[src/rtl/multicycle_controller.sv]
// Control FSM for the multicycle MIPS datapath: sequences fetch/decode/execute over
// one ALU and one unified memory port, with a wait counter that aborts stalled accesses.
module multicycle_controller #(
   parameter int MEM_TIMEOUT = 15,
   parameter int CNT_W       = 8
) (
   input  logic       clk,
   input  logic       reset_n,
   input  logic [5:0] op,
   input  logic [5:0] funct,
   input  logic       zero,
   input  logic       mem_ready,
   output logic       mem_req,
   output logic       iord,
   output logic       irwrite,
   output logic       memwrite,
   output logic       pcen,
   output logic [1:0] pcsrc,
   output logic       alusrca,
   output logic [1:0] alusrcb,
   output logic [2:0] alucontrol,
   output logic       regwrite,
   output logic [1:0] regdst,
   output logic [1:0] memtoreg,
   output logic       illegal,
   output logic       mem_err,
   output logic [3:0] state_dbg
);

   localparam logic [3:0] FETCH   = 4'd0;
   localparam logic [3:0] DECODE  = 4'd1;
   localparam logic [3:0] MEMADR  = 4'd2;
   localparam logic [3:0] MEMRD   = 4'd3;
   localparam logic [3:0] MEMWR   = 4'd4;
   localparam logic [3:0] MEMWB   = 4'd5;
   localparam logic [3:0] EXECUTE = 4'd6;
   localparam logic [3:0] ALUWB   = 4'd7;
   localparam logic [3:0] BRANCH  = 4'd8;
   localparam logic [3:0] ADDIEX  = 4'd9;
   localparam logic [3:0] ADDIWB  = 4'd10;
   localparam logic [3:0] JUMP    = 4'd11;

   localparam logic [5:0] OP_R    = 6'b000000;
   localparam logic [5:0] OP_LW   = 6'b100011;
   localparam logic [5:0] OP_SW   = 6'b101011;
   localparam logic [5:0] OP_BEQ  = 6'b000100;
   localparam logic [5:0] OP_ADDI = 6'b001000;
   localparam logic [5:0] OP_J    = 6'b000010;
   localparam logic [5:0] OP_JAL  = 6'b000011;

   localparam logic [2:0] ALU_ADD = 3'b010;
   localparam logic [2:0] ALU_SUB = 3'b110;
   localparam logic [2:0] ALU_AND = 3'b000;
   localparam logic [2:0] ALU_OR  = 3'b001;
   localparam logic [2:0] ALU_SLT = 3'b111;

   logic [3:0]       state, next;
   logic [CNT_W-1:0] cnt;
   logic             wait_st, timeout;
   logic             pcwrite, branch;
   logic             mem_req_c, iord_c, irwrite_c, memwrite_c, alusrca_c;
   logic             regwrite_c, illegal_c, mem_err_c;
   logic [1:0]       pcsrc_c, alusrcb_c, regdst_c, memtoreg_c;
   logic [2:0]       alucontrol_c;

   // Memory handshake: mem_req (and memwrite for stores) stays high every cycle of an
   // access; the access completes in the first cycle that mem_ready is seen high.
   assign wait_st = (state == FETCH) || (state == MEMRD) || (state == MEMWR);
   assign timeout = wait_st && !mem_ready && (cnt == CNT_W'(MEM_TIMEOUT));

   always_comb begin
      next         = state;
      mem_req_c    = 1'b0;
      iord_c       = 1'b0;
      irwrite_c    = 1'b0;
      memwrite_c   = 1'b0;
      pcwrite      = 1'b0;
      branch       = 1'b0;
      pcsrc_c      = 2'b00;
      alusrca_c    = 1'b0;
      alusrcb_c    = 2'b00;
      alucontrol_c = 3'b000;
      regwrite_c   = 1'b0;
      regdst_c     = 2'b00;
      memtoreg_c   = 2'b00;
      illegal_c    = 1'b0;
      mem_err_c    = 1'b0;
      case (state)
         FETCH: begin
            mem_req_c    = 1'b1;
            alusrcb_c    = 2'b01;
            alucontrol_c = ALU_ADD;
            if (mem_ready) begin
               irwrite_c = 1'b1;
               pcwrite   = 1'b1;
               next      = DECODE;
            end
         end
         DECODE: begin
            alusrcb_c    = 2'b11;
            alucontrol_c = ALU_ADD;
            case (op)
               OP_LW, OP_SW:  next = MEMADR;
               OP_R:          next = EXECUTE;
               OP_BEQ:        next = BRANCH;
               OP_ADDI:       next = ADDIEX;
               OP_J, OP_JAL:  next = JUMP;
               default: begin
                  illegal_c = 1'b1;
                  next      = FETCH;
               end
            endcase
         end
         MEMADR, ADDIEX: begin
            alusrca_c    = 1'b1;
            alusrcb_c    = 2'b10;
            alucontrol_c = ALU_ADD;
            if (state == ADDIEX) next = ADDIWB;
            else if (op == OP_SW) next = MEMWR;
            else                  next = MEMRD;
         end
         MEMRD: begin
            mem_req_c = 1'b1;
            iord_c    = 1'b1;
            if (mem_ready) next = MEMWB;
         end
         MEMWR: begin
            mem_req_c  = 1'b1;
            iord_c     = 1'b1;
            memwrite_c = 1'b1;
            if (mem_ready) next = FETCH;
         end
         MEMWB: begin
            regwrite_c = 1'b1;
            memtoreg_c = 2'b01;
            next       = FETCH;
         end
         EXECUTE: begin
            alusrca_c = 1'b1;
            next      = ALUWB;
            case (funct)
               6'b100000: alucontrol_c = ALU_ADD;
               6'b100010: alucontrol_c = ALU_SUB;
               6'b100100: alucontrol_c = ALU_AND;
               6'b100101: alucontrol_c = ALU_OR;
               6'b101010: alucontrol_c = ALU_SLT;
               default: begin
                  illegal_c = 1'b1;
                  next      = FETCH;
               end
            endcase
         end
         ALUWB: begin
            regwrite_c = 1'b1;
            regdst_c   = 2'b01;
            next       = FETCH;
         end
         BRANCH: begin
            alusrca_c    = 1'b1;
            alucontrol_c = ALU_SUB;
            pcsrc_c      = 2'b01;
            branch       = 1'b1;
            next         = FETCH;
         end
         ADDIWB: begin
            regwrite_c = 1'b1;
            next       = FETCH;
         end
         JUMP: begin
            pcsrc_c = 2'b10;
            pcwrite = 1'b1;
            if (op == OP_JAL) begin
               regwrite_c = 1'b1;
               regdst_c   = 2'b10;
               memtoreg_c = 2'b10;
            end
            next = FETCH;
         end
         default: next = FETCH;
      endcase
      // An abort only happens with mem_ready low, so no completion enables are active here.
      if (timeout) begin
         mem_err_c = 1'b1;
         next      = FETCH;
      end
   end

   always_ff @(posedge clk or negedge reset_n) begin
      if (!reset_n) begin
         state <= FETCH;
         cnt   <= '0;
      end else begin
         state <= next;
         // A FETCH abort stays in FETCH, so the counter also restarts on timeout.
         if ((next != state) || timeout) cnt <= '0;
         else if (wait_st && !mem_ready) cnt <= cnt + 1'b1;
      end
   end

   assign mem_req    = reset_n & mem_req_c;
   assign iord       = reset_n & iord_c;
   assign irwrite    = reset_n & irwrite_c;
   assign memwrite   = reset_n & memwrite_c;
   assign pcen       = reset_n & (pcwrite | (branch & zero));
   assign pcsrc      = reset_n ? pcsrc_c : 2'b00;
   assign alusrca    = reset_n & alusrca_c;
   assign alusrcb    = reset_n ? alusrcb_c : 2'b00;
   assign alucontrol = reset_n ? alucontrol_c : 3'b000;
   assign regwrite   = reset_n & regwrite_c;
   assign regdst     = reset_n ? regdst_c : 2'b00;
   assign memtoreg   = reset_n ? memtoreg_c : 2'b00;
   assign illegal    = reset_n & illegal_c;
   assign mem_err    = reset_n & mem_err_c;
   assign state_dbg  = reset_n ? state : 4'd0;

endmodule
[config.mk]
export PLATFORM = sky130hd
export DESIGN_NAME = multicycle_controller
export DESIGN_NICKNAME = d
export VERILOG_FILES = /design/src/rtl/multicycle_controller.sv
export SDC_FILE = /design/constraint.sdc
export NUM_CORES = 1
export LEC_CHECK = 0
export ABC_CLOCK_PERIOD_IN_PS = 2280
export CAP_MARGIN = 20
export CORE_MARGIN = 5
export CORE_UTILIZATION = 25
export DETAILED_ROUTE_END_ITERATION = 7
export PLACE_DENSITY = 0.53
export SETUP_SLACK_MARGIN = 0.2
export SLEW_MARGIN = 20
export SYNTH_ARGS = -nofsm -noshare
export SYNTH_HDL_FRONTEND = slang
export SYNTH_SLANG_ARGS = --single-unit
[constraint.sdc]
create_clock -name clk -period 2.28 [get_ports clk]
set_clock_uncertainty 0.1 [all_clocks]
set_input_delay 0.456 -clock clk [delete_from_list [all_inputs] [get_ports clk]]
set_output_delay 0.456 -clock clk [all_outputs]
set_load 0.01 [all_outputs]
# After elaboration in Yosys (flattened, before gate mapping)
# Index checks and enable logic that the tools add are counted.
# totals
ramBits	0
register_bits	12
output_inout_bits	24
elab_cells	95
in_bits	16
memories	0
rom_bits	0
latchBits	0
# op_classes
reduce_logical	19
magnitude_cmp	0
shifts	0
mux	38
eq_ne	24
n_mul	0
n_bitwise	11
div_mod_pow	0
add_sub_neg	1
# op_table
cell	n
== test 6 bit (second input constant)	7
2-to-1 mux 4 bit	6
case mux 4 bit (6 select lines)	1
case mux 4 bit (5 select lines)	1
== test 4 x 3 -> 1 bit (second input constant)	4
== test 4 bit (second input constant)	4
2-to-1 mux 8 bit	2
== test 6 x 2 -> 1 bit (second input constant)	2
case mux 2 bit (2 select lines)	3
case mux 3 bit (4 select lines)	1
2-to-1 mux 1 bit	11
bitwise AND 1 bit	10
2-to-1 mux 2 bit	5
2-to-1 mux 3 bit	3
case mux 3 bit (3 select lines)	1
adder 8 x 1 -> 8 bit (second input constant)	1
== test 4 x 2 -> 1 bit (second input constant)	2
== test 8 x 4 -> 1 bit (second input constant)	1
OR reduction 2 bit	4
OR reduction 4 bit	2
OR reduction 7 bit	1
== test 6 x 3 -> 1 bit (second input constant)	1
== test 6 x 4 -> 1 bit (second input constant)	1
logical NOT 6 bit	1
12 further kinds	18

# Depth between registers and ports, before layout
# Gate-level depths: netlist of run 1.
# depth
depth_word	9
mapped_depth	7
ltp_nobuf	7

# Least setup slack after synthesis of run 1
# Ideal clock, no wire load.
# synth_timing
path_type	input to register
startpoint	in op[0]
endpoint	reg cnt[1]
stages	6
slack_ps	-18
setup_time_ps	95
n_path_buf	0
required_time_ps	2085
arrival_time_ps	2102
cell_sequence	or2_1 -> a221oi_1 -> o311ai_0 -> o211a_1 -> o32a_4 -> nor4b_2
# synth_between
elab_chain_cells	8
elab_cells_between_ends	18
cone_classes	7 x eq/ne; 6 x mux; 5 x reduce/logical
# synth_rtl
element	line_no	text
from (decl)	9	input logic [5:0] op,
== test 6 x 2 -> 1 bit, or another cell as far along	102	case (op)
OR reduction 2 bit / 2-to-1 mux 3 bit (equally long branches)	-	
case mux 4 bit (5 select lines) / 2-to-1 mux 4 bit (equally long branches)	102, 118	
case mux 4 bit (6 select lines) (*)	88	case (state)
2-to-1 mux 4 bit (*)	182	if (timeout) begin
inequality test 4 bit (*)	195	if ((next != state) || timeout) cnt <= '0;
logical OR 1 bit (*)	195	
2-to-1 mux 8 bit / nonzero test 2 bit (equally long branches)	-	
to (signal assigned)	196	else if (wait_st && !mem_ready) cnt <= cnt + 1'b1;
to (decl)	58	logic [CNT_W-1:0] cnt;
# Every way passes the cells marked *; elsewhere a longest branch is shown, timed or not.
# A chain may end at the register's enable or synchronous reset.

# Worst setup path in the final report of run 1
# layout_timing
startpoint	reg state[0]
endpoint	reg cnt[1]
# layout_between
elab_chain_cells	9
elab_cells_between_ends	22
cone_classes	7 x eq/ne; 7 x mux; 8 x reduce/logical
# layout_rtl
element	line_no	text
from (decl)	57	logic [3:0] state, next;
from (signal assigned)	193	state <= next;
parallel branches: the longest is 9 deep, another holds 2-to-1 mux 8 bit	-	
# Several ways; the timed one is not identified.

==> impl_metrics.env, run 1 <==
export IMPL_tightest_slew_ns=0.418
export IMPL_syn_area_um2=1230
export IMPL_io_buffers=39
export IMPL_path_class="register to register"
export IMPL_dp_hpwl_um=3320
export IMPL_slew_viol_final=0
export IMPL_cts_htree_levels=1
export IMPL_synth_area_per_cell_um2=7.48
export IMPL_internal_power_mw=1.01
export IMPL_cp_top_family="compound AO/OA/AOI/OAI gates"
export IMPL_vias=1591
export IMPL_grt_total_usage_pct=14.9
export IMPL_synth_main_ff_cell="dfrtp_1"
export IMPL_netlist_top_cell_by_area="dfrtp_1"
export IMPL_met1Wirelength_um=2110
export IMPL_synth_top_family_by_area="simple AND/OR/NAND/NOR gates"
export IMPL_ff2ff_setup_slack_ns=-0.15
export IMPL_final_nets=295
export IMPL_synth_xor_area_share_pct=6.42
export IMPL_die_w_um=80.1
export IMPL_drt_iter0_drc=55
export IMPL_reg2reg_from="state[0]"
export IMPL_clockPowerShare_pct=14.2
export IMPL_ys_seq_elements=12
export IMPL_synth_mux_area_share_pct=0.815
export IMPL_wl_met3_um=212
export IMPL_finalHoldViolations=0
export IMPL_start_util_pct=25.8
export IMPL_synth_compound_area_share_pct=21.3
export IMPL_power_frac_seq_pct=16.8
export IMPL_powerDensity_nw_per_um2=684
export IMPL_worstPathCellList="buf_6, or3b_1, a211o_1, and2_4, o211a_1, o32a_4, nor4b_2"
export IMPL_utilization_pct=51.1
export IMPL_gp_congestion=0.855
export IMPL_avgViaCountPerCell=4.63
export IMPL_cpPeakStageDelay_ns=0.45
export IMPL_max_vdd_ir_drop_uv=365
export IMPL_start_kind="register"
export IMPL_p_total_mw=1.66
export IMPL_clk_pin_slew_ns=0.06
export IMPL_grt_max_degree=16
export IMPL_area_delta_synth_final_pct=98.1
export IMPL_worst_path_buf_inv=1
export IMPL_yosys_top_cells_area="dfrtp_1 (24%), nand2_1 (6.7%), nor3_1 (5.3%)"
export IMPL_clockBufferDepth=2
export IMPL_drive_gt1_share_pct=54.9
export IMPL_reg2regPathDepth=7
export IMPL_drc=0
export IMPL_ys_types=47
export IMPL_yosys_area_share_simple_pct=42.1
export IMPL_p_comb_share_pct=69.0
export IMPL_die_h_um=80.1
export IMPL_insertion_delay_ns=0.24
export IMPL_top_layer_used="met4"
export IMPL_diodes=0
export IMPL_grt_first_pass_wirelength_um=7700
export IMPL_fill_cells=493
export IMPL_rsz0062_at_grt="true"
export IMPL_max_freq_mhz=412
export IMPL_yosysSeqAreaShare_pct=24.5
export IMPL_cp_data_arrival_time_ns=2.48
export IMPL_met2_length_um=2150
export IMPL_switchingPower_mw=0.652
export IMPL_critPathRequiredTime_ns=2.33
export IMPL_cap_violations=0
export IMPL_dr_pass1_iters=4
export IMPL_yosys_warnings=0
export IMPL_cts_root_buf="clkbuf_8"
export IMPL_fin_crit_sh_pct=106
export IMPL_core_um2=4750
export IMPL_outcome="finished with violations"
export IMPL_max_slew_margin_pct=71.9
export IMPL_ioPinCount=40
export IMPL_worst_path_max_fanout=8
export IMPL_synth_edf_count=0
export IMPL_grt_pass1_vias=1715
export IMPL_synth_nets=181
export IMPL_cts_buffers=3
export IMPL_whs_ns=0.112
export IMPL_violations="setup timing"
export IMPL_end_kind="register"
export IMPL_rows=25
export IMPL_async_reset_ff_share_pct=100
export IMPL_synthAdderAreaFrac_pct=1.02
export IMPL_synth_cells=164
export IMPL_die_area_um2=6410
export IMPL_tns_ns=-1.04
export IMPL_hp_class="input pin to asynchronous set/reset pin"
export IMPL_cts_sinks=12
export IMPL_layout_setup_ws_ns=-0.146
export IMPL_finalSetupViolations=9
export IMPL_swShare_pct=39.2
export IMPL_grt_remaining_overflow=0
export IMPL_fin_crit_ns=2.43
export IMPL_wl_um=4510
export IMPL_cts_tree="done"
export IMPL_p_leak_nw=1.24
export IMPL_critPathSlowestCell="dfrtp_2"
export IMPL_reg2reg_to="cnt[1]"
export IMPL_grt_antenna_before_repair=0
export IMPL_ant_nets=0
export IMPL_wl_per_cell_um=13.1
export IMPL_netlist_area_leader_share_pct=24.5
registers in the layout, summed over array words and instances (netlist names):
register and cells:
cnt 8, state 4
how the worst max path moves through the flow:
stage,from,end,cells past startpoint
finish,state[0],cnt[1],7
global route,state[0],cnt[1],7
CTS,state[0],cnt[1],7
detailed placement,op[0],cnt[1],8
global placement,op[5],illegal,7
floorplan,state[1],cnt[1],7
cell families after synthesis:
group           after synthesis
compound gates               36
buf+inv                      10
mux                           1
fa+ha+maj                     1
simple gates                 95
xor+xnor                      9
flops                        12
power by group through the flow:
stage	Sequential, mW	Combinational (mW)	Clock (mW)
after floorplan	0.259	0.486	0
after global placement	0.293	0.953	0
after detailed placement	0.291	0.951	0
after CTS	0.280	1.08	0.242
after global routing	0.283	1.25	0.253
final	0.280	1.15	0.237
worst reg2reg max path, delay by kind of cell (launching register included):
kind                   cells  cell delay, ns
AOI/OAI and AO/OA          3            0.91
and+or+nand+nor            3            0.74
buffers and inverters      1            0.13
DFF                        1            0.45
what timing repair did:
action                     4_1_cts  5_1_grt
setup buffers                   12        4
resized for setup              123       44
cloned                           0        0
setup endpoints to repair       32       28
pin swaps                       16       15
hold buffers                     0        0
through the flow:
step,setup WS (ns),cell area (um2),instances
finish,-0.146,2430,344
floorplan,0.0854,1250,164
global route,-0.221,2430,344
global placement,-0.613,2150,324
detailed placement,-0.594,2150,324
CTS,-0.144,2340,340
metal layers:
layer  global-route usage, %  vias to the layer above
met5                       0                        -
met4                    3.72                        0
met3                    3.81                        4
met2                    24.0                       34
met1                    19.9                      726
li1                        -                      827
synth_stat cells, types with 3 or more instances:
library cell  instances
nor2_1               15
xor2_1                4
nand2b_1              7
nand2_1              22
nor3_1               13
o2111ai_1             3
a211o_1               3
nand4_1               6
o21ai_0               3
xnor2_1               5
a21oi_1               9
nor3b_1               4
nor2b_1               4
clkbuf_1              4
and3_1                3
a31oi_1               4
dfrtp_1              12
and2_1                5
cell usage in the layout, fill, tap and decap left out, types with 3 or more instances in the layout:
master | synthesis | routed
buf_4 | 0 | 71
nand2_1 | 22 | 19
buf_2 | 2 | 16
nor2_1 | 15 | 9
nor3_1 | 13 | 9
dfrtp_1 | 12 | 8
dlygate4sd2_1 | 0 | 8
clkbuf_2 | 0 | 7
nand4_1 | 6 | 6
buf_6 | 1 | 6
nand2b_1 | 7 | 5
a21oi_1 | 9 | 5
xnor2_1 | 5 | 5
nor2_2 | 0 | 4
nor3_2 | 0 | 4
a21oi_2 | 0 | 4
and2_1 | 5 | 4
clkbuf_8 | 0 | 4
dfrtp_2 | 0 | 4
o2111ai_1 | 3 | 3
a211o_1 | 3 | 3
nand2_2 | 0 | 3
a31oi_1 | 4 | 3
xor2_1 | 4 | 3
dlymetal6s2s_1 | 0 | 3
final cells by class:
cell class | count | area [um2] | share of cell area [%]
well taps | 67 | 83.8 | 3.45
clock buffers | 4 | 55.1 | 2.26
repair buffers | 117 | 905 | 37.2
flip-flops and latches | 12 | 305 | 12.6
multi-input cells | 142 | 1070 | 44.2
inverters | 2 | 7.51 | 0.309
(Power assumes the default switching activity.)
==> run 2, diff against run 1 <==
--- a/config.mk
+++ b/config.mk
@@ -5,12 +5,12 @@
 export SDC_FILE = /design/constraint.sdc
 export NUM_CORES = 1
 export LEC_CHECK = 0
-export ABC_CLOCK_PERIOD_IN_PS = 2280
+export ABC_CLOCK_PERIOD_IN_PS = 3100
 export CAP_MARGIN = 20
 export CORE_MARGIN = 5
 export CORE_UTILIZATION = 25
 export DETAILED_ROUTE_END_ITERATION = 7
-export PLACE_DENSITY = 0.53
+export PLACE_DENSITY = 0.52
 export SETUP_SLACK_MARGIN = 0.2
 export SLEW_MARGIN = 20
 export SYNTH_ARGS = -nofsm -noshare
==> constraint.sdc (replaced) <==
create_clock -name clk -period 3.1 [get_ports clk]
set_clock_uncertainty 0.1 [all_clocks]
set_input_delay 0.62 -clock clk [delete_from_list [all_inputs] [get_ports clk]]
set_output_delay 0.62 -clock clk [all_outputs]
set_load 0.01 [all_outputs]
==> impl_metrics.env, run 2 (synthesized netlist as in run 1, its figures left out) <==
export IMPL_outcome="finished clean"
export IMPL_fill_cells=517
export IMPL_vias=1463
export IMPL_ioPinCount=40
export IMPL_die_area_um2=6410
export IMPL_io_buffers=39
export IMPL_die_w_um=80.1
export IMPL_grt_remaining_overflow=0
export IMPL_max_slew_margin_pct=71.2
export IMPL_finalHoldViolations=0
export IMPL_drc=0
export IMPL_dr_pass1_iters=4
export IMPL_fin_crit_ns=2.83
export IMPL_largest_register="cnt"
export IMPL_max_freq_mhz=354
export IMPL_grt_antenna_before_repair=0
export IMPL_avgViaCountPerCell=4.94
export IMPL_end_kind="primary output"
export IMPL_clockBufferDepth=2
export IMPL_insertion_delay_ns=0.25
export IMPL_drt_iter0_drc=90
export IMPL_grt_max_degree=18
export IMPL_cts_htree_levels=1
export IMPL_most_common_layout_cells="buf_4 (29), clkdlybuf4s50_1 (25), nand2_1 (22)"
export IMPL_core_um2=4750
export IMPL_reg2reg_to="cnt[1]"
export IMPL_p_leak_nw=0.973
export IMPL_rows=25
export IMPL_cap_violations=0
export IMPL_fin_crit_sh_pct=91.2
export IMPL_pre_cts_ws_ns=-0.0742
export IMPL_hp_class="input pin to asynchronous set/reset pin"
export IMPL_cts_tree="done"
export IMPL_layout_commonest_cell="buf_4"
export IMPL_rsz0062_at_grt="true"
export IMPL_cts_sinks=12
export IMPL_final_nets=247
export IMPL_layout_setup_ws_ns=0.272
export IMPL_grt_total_usage_pct=12.9
export IMPL_wl_um=4090
export IMPL_max_vdd_ir_drop_uv=257
export IMPL_reg2reg_from="state[2]"
export IMPL_critPathRequiredTime_ns=2.38
export IMPL_place_area_um2=1890
export IMPL_cts_root_buf="clkbuf_8"
export IMPL_wl_per_cell_um=13.8
export IMPL_place_inst=292
export IMPL_die_h_um=80.1
export IMPL_cts_buffers=3
export IMPL_ctsHoldBuffers=0
export IMPL_grt_pass1_vias=1414
export IMPL_area_delta_synth_final_pct=63.1
export IMPL_cp_data_arrival_time_ns=2.11
export IMPL_worst_path_max_fanout=2
export IMPL_p_total_mw=0.975
export IMPL_ant_nets=0
export IMPL_diodes=0
export IMPL_slew_viol_final=0
export IMPL_clk_pin_slew_ns=0.06
export IMPL_grt_first_pass_wirelength_um=6630
export IMPL_largest_reg_flops=8
export IMPL_path_class="input pin to primary output"
export IMPL_crit_path_end="illegal"
export IMPL_ff2ff_setup_slack_ns=0.53
export IMPL_start_util_pct=25.8
export IMPL_top_regs="cnt x8, state x4"
export IMPL_cts_setup_buffers=0
export IMPL_gp_congestion=0.809
export IMPL_drive_gt1_share_pct=22.3
export IMPL_reg2regPathDepth=8
export IMPL_powerDensity_nw_per_um2=487
export IMPL_finalSetupViolations=0
export IMPL_start_kind="input pin"
export IMPL_crit_start="op[2]"
export IMPL_fin_cells=296
export IMPL_dp_hpwl_um=3130
export IMPL_final_area_um2=2000
export IMPL_tightest_slew_ns=0.425
==> run 2: cell count changes in the layout (fill, tap and decap cells not counted), moves of 4 or more <==
cell | previous run | this run
a21oi_1 | 5 | 9
a21oi_2 | 4 | 0
buf_2 | 16 | 0
buf_4 | 71 | 29
buf_6 | 6 | 1
clkbuf_2 | 7 | 0
clkdlybuf4s50_1 | 1 | 25
dlymetal6s2s_1 | 3 | 9
==> run 2: worst max-delay path: stages <==
cell and delay [ns]:
clkdlybuf4s50_1 0.43, or2_1 0.27, a221oi_2 0.22, a21oi_1 0.08
a22oi_1 0.16, nor2_1 0.05, dlygate4sd2_1 0.28
==> run 2: how the worst min path moves through the flow <==
stage | end | slack (ns) | cells after the start
floorplan | cnt[0] | 0.22 | 0
global placement | cnt[7] | 0.45 | 3
detailed placement | cnt[7] | 0.46 | 3
CTS | cnt[4] | 0.45 | 2
global route | cnt[4] | 0.44 | 2
finish | cnt[6] | 0.42 | 2
==> run 2: report_power, final <==
| group | switching, mW | leakage (nW) | internal, mW | total [mW] |
|---|---|---|---|---|
| Sequential | 0.0341 | 0.162 | 0.177 | 0.211 |
| Clock | 0.0664 | 0.0288 | 0.113 | 0.179 |
| Combinational | 0.298 | 0.783 | 0.287 | 0.585 |
| Total | 0.398 | 0.973 | 0.577 | 0.975 |
==> run 2: what timing repair did <==
item	4_1_cts	5_1_grt
setup endpoints to repair	13	14
cloned	0	0
gates resized for setup	8	20
pin swaps	1	1
==> run 2: metrics by stage <==
stage | util [%] | setup TNS (ns) | hold WS [ns]
6_report | 42.1 | 0 | 0.418
5_1_grt | 42.1 | 0 | 0.440
4_1_cts | 41.1 | 0 | 0.449
3_5_place_dp | 39.7 | -0.213 | 0.456
3_3_place_gp | 39.7 | -0.115 | 0.447
2_1_floorplan | - | 0 | 0.224
==> run 2: metal layers <==
layer,up-vias,track usage [%],wire length [um]
li1,733,-,-
met1,681,18.0,1960
met2,44,20.3,1860
met3,5,3.36,240
met4,0,2.03,29
met5,-,0,0
==> run 2: cell type report <==
cell class,instances,area (um2),share of cell area [%]
inverters,2,7.51,0.375
repair buffers,69,636,31.8
flip-flops and latches,12,303,15.1
clock buffers,4,55.1,2.75
well taps,67,83.8,4.19
multi-input cells,142,917,45.8
==> run 3, diff against run 2 <==
--- a/config.mk
+++ b/config.mk
@@ -9,6 +9,7 @@
 export CAP_MARGIN = 20
 export CORE_MARGIN = 5
 export CORE_UTILIZATION = 25
+export CTS_CLUSTER_DIAMETER = 40
 export DETAILED_ROUTE_END_ITERATION = 7
 export PLACE_DENSITY = 0.52
 export SETUP_SLACK_MARGIN = 0.2
==> results of run 3 <==
No change in the layout: final DEF, timing and power equal those of run 2.
==> RTL edit 1: new RTL, config.mk and constraints of run 3 <==
Reset style: synchronous (`reset_n`), changed in one clocked block.
--- a/src/rtl/multicycle_controller.sv
+++ b/src/rtl/multicycle_controller.sv
@@ -187,3 +187,3 @@
 
-   always_ff @(posedge clk or negedge reset_n) begin
+   always_ff @(posedge clk) begin
       if (!reset_n) begin
Check against the original RTL: same outputs for any inputs over 10 cycles, from zero or initial values and one cycle with reset_n low; that may be too few to reach the edited logic, so the function may still have changed.
==> RTL edit 1 against run 3 <==
  * Area after synthesis is 2.1% lower
  * Setup slack better by 0.025 ns
  * Sequential cell count unchanged
  * Highest routed layer unchanged
  * Final area down 5.9%
  * Synthesized cell count is 0.61% higher
  * Wire length down 1.5%
Power is not compared: it rests on default switching activity, and its combinational part moved more than twofold at a synthesized area within 25%.
==> RTL edit 1: results (changes against run 3) <==
stage,metric,value,unit,change
run_status,outcome,finished clean,,unchanged
synthesis,syn nets,182,,was 181
route,Via Count,1439,,was 1463
synthesis,Synth Flop Type,dfxtp_1,,was dfrtp_1
critical_path,r2r startpoint,state[0],,was state[2]
layout,layout cells sized above 1,17.0,%,was 22.3%
route,routed len/inst,14.8,um,was 13.8 um
critical_path,crit path DAT,2.08,ns,was 2.11 ns
global_route,global-route wire length before repair,6340,um,was 6630 um
sta,Hold Slack,0.464,ns,was 0.418 ns
global_route,met1 Use GR,16.5,%,was 18.0%
sta,Relative slew margins,67.5,%,was 71.2%
synthesis,mux contribution to synthesized area,1.67,%,was 0.815%
synthesis,sequential area share after synthesis,20.0,%,was 24.5%
synthesis,Post-synth top cells,"nor2_1, dfxtp_1, nand2_1, nor4_1",,"was nand2_1, nor2_1, nor3_1"
placed_design,hpwl dp,3110,um,was 3130 um
critical_path,Top delay family on crit path,buffers and inverters,,unchanged
critical_path,critical path peak fanout,5,,was 2
synthesis,Post-Synth Adder-Cell Area,1.04,%,was 1.02%
placed_design,DP Worst Slack,-0.0736,ns,was -0.0742 ns
hold_path,Worst Hold Class,flip-flop to flip-flop,,was primary input to asynchronous set/reset pin
route,DRT iter0 DRCs,98,,was 90
global_route,global-route met2 utilization,20.4,%,was 20.3%
critical_path,FF-to-FF path depth,7,,was 8
layout,nets@finish,236,,was 247
synthesis,"Async S/R FF share, synth",0,%,was 100%
route,wire length on met1,1910,um,was 1960 um
synthesis,Post-Synth XOR/XNOR Area,5.83,%,was 6.42%
global_route,vias in the first global route,1323,,was 1414
global_route,largest net degree at the start of global routing,16,,was 18
sta,final worst slack,0.297,ns,was 0.272 ns
synthesis,Cell variety after synth,50,,was 47
RTL edit 1: per-stage QoR:
stage	cells	TNS, ns	utilization, %
after floorplan	165	0	-
after global placement	268	-0.0844	37.4
after detailed placement	268	-0.102	37.4
after CTS	272	0	38.8
after global routing	272	0	40.1
final	272	0	40.1
RTL edit 1: how the worst max path moves through the flow:
stage,end,cells past startpoint,start
floorplan,mem_err,3,mem_ready
global placement,mem_err,5,mem_ready
detailed placement,mem_err,5,mem_ready
CTS,alucontrol[2],5,reset_n
global route,regwrite,6,op[5]
finish,illegal,6,op[3]
RTL edit 1: area by class of cell:
type	instances	area (um^2)
tap	54	67.6
multi-input combinational	143	978
inverter	4	15.0
timing repair buffer	55	526
fill	478	2810
clock buffer	4	55.1
sequential	12	241
RTL edit 1: what timing repair did:
item / in CTS / in global routing
hold endpoints to repair: 0 / 0
cloned: 0 / 0
setup endpoints to repair: 10 / 16
gates resized for setup: 12 / 15
==> RTL edit 2: new RTL, settings of run 3 <==
Made on the original files. Change the parameter `CNT_W` from 8 to 10.
--- a/src/rtl/multicycle_controller.sv
+++ b/src/rtl/multicycle_controller.sv
@@ -4,3 +4,3 @@
    parameter int MEM_TIMEOUT = 15,
-   parameter int CNT_W       = 8
+   parameter int CNT_W       = 10
 ) (
Check against the original RTL: same outputs for any inputs over 10 cycles, from zero or initial values and one cycle with reset_n low; that may be too few to reach the edited logic, so the function may still have changed.
==> RTL edit 2 against run 3 <==
  * Final area is 11% higher
  * Setup slack got worse by 0.0077 ns
  * Maximum frequency shrank 0.27%
  * Wire length increased by 4.3%
  * First-iteration DRC count grew 3.3%
  * Power up 33%
  * Sequential cell count rose by 2
  * Die area grew 8.5%
  * Final cell count up 7.8%
  * Sequential power grew 17%
  * Area after synthesis rose by 9.7%
  * Critical path type is now flip-flop to output port
  * Largest power group unchanged
==> RTL edit 2: results (changes against run 3) <==
stage,metric,value,unit,change
critical_path,Worst Setup SP,state[1],,was op[2]
layout,Filler Cells Inserted,521,,was 517
synthesis,Mapped Cells,172,,was 164
synthesis,"top cells by area, synth","dfrtp_1, nor2_1, nor4_1",,"was dfrtp_1, nand2_1, nor3_1"
global_route,GRT Util Overall,12.1,%,was 12.9%
synthesis,sequential area share after synthesis,26.0,%,was 24.5%
run_status,outcome,finished clean,,unchanged
power_and_ir_drop,Comb. pwr,0.879,mW,was 0.585 mW
route,DRT iter0 DRCs,93,,was 90
placed_design,DP Worst Slack,-0.193,ns,was -0.0742 ns
sta,Relative slew margins,71.2,%,about the same
route,routed len/inst,13.4,um,was 13.8 um
clock_tree,clock insertion delay at the later pin of the skew report,0.24,ns,
placed_design,cell total after placement,305,,was 292
critical_path,R2R Setup Slk,0.72,ns,was 0.53 ns
global_route,largest net degree at the start of global routing,21,,was 18
layout,layout cells sized above 1,27.3,%,was 22.3%
layout,nets@finish,267,,was 247
route,Via density,4.85,,was 4.94
layout,antenna cells,0,,unchanged
layout,Largest regs,"cnt: 10 flops, state: 4 flops",,"was cnt: 8 flops, state: 4 flops"
global_route,global-route wire length before repair,7250,um,was 6630 um
global_route,vias in the first global route,1482,,was 1414
power_and_ir_drop,Lkg Pwr,1.02,nW,was 0.973 nW
clock_tree,CTS sink count,14,,was 12
critical_path,CP endpoint,mem_err,,was illegal
power_and_ir_drop,Logic pwr share,67.7,%,was 60.0%
critical_path,CP peak stage delay,0.53,ns,was 0.43 ns
placed_design,final weighted congestion in routability-driven placement,0.835,,was 0.809
route,Routed WL,4260,um,was 4090 um
placed_design,post-place instance area,2020,um^2,was 1890 um^2
power_and_ir_drop,NetSw,0.550,mW,was 0.398 mW
power_and_ir_drop,Seq power,0.246,mW,was 0.211 mW
critical_path,critical path peak fanout,7,,was 2
RTL edit 2: cell types whose count changed in the layout (fill, tap and decap cells not counted), moves of 6 or more:
cell / delta
inv_1: +6
buf_4: +12
nor4_1: +9
nand2_1: -8
nor3_1: -6
nor2_1: +11
RTL edit 2: worst min path at each step:
stage                     slack (ns)  cells after the start       end
final                           0.22                      2  state[0]
after global routing            0.23                      2  state[3]
after CTS                       0.41                      2  state[0]
after detailed placement        0.47                      2    cnt[2]
after global placement          0.48                      2    cnt[2]
after floorplan                 0.22                      0    cnt[0]
RTL edit 2: cell type report:
class,instances,area (um^2),share of cell area [%]
Tap cell,70,87.6,3.94
Sequential cell,14,354,15.9
Timing Repair Buffer,81,707,31.8
Multi-Input combinational cell,142,991,44.5
Inverter,8,30.0,1.35
Clock buffer,4,55.1,2.47
RTL edit 2: layer usage:
metal | vias up | track usage [%] | wire length [um]
li1 | 794 | - | -
met1 | 712 | 15.8 | 1930
met2 | 40 | 21.0 | 2120
met3 | 2 | 2.48 | 199
met4 | 0 | 1.78 | 22
met5 | - | 0 | 0
RTL edit 2: logic make-up after synthesis:
logic type	after synthesis	synth area share, %
AO/OA/AOI/OAI	32	18.2
XOR/XNOR	12	8.92
adder cells (fa/ha/maj)	1	0.929
buffers and inverters	16	5.48
flip-flops	14	26.0
multiplexers	3	2.32
AND/OR/NAND/NOR	94	38.1
RTL edit 2: timing repair:
| action | 4_1_cts | 5_1_grt |
|---|---|---|
| setup endpoints to repair | 16 | 16 |
| buffers inserted | 1 | 9 |
| endpoints found under the hold margin | 0 | 0 |
| gates resized for setup | 16 | 15 |
| pin swaps | 0 | 4 |
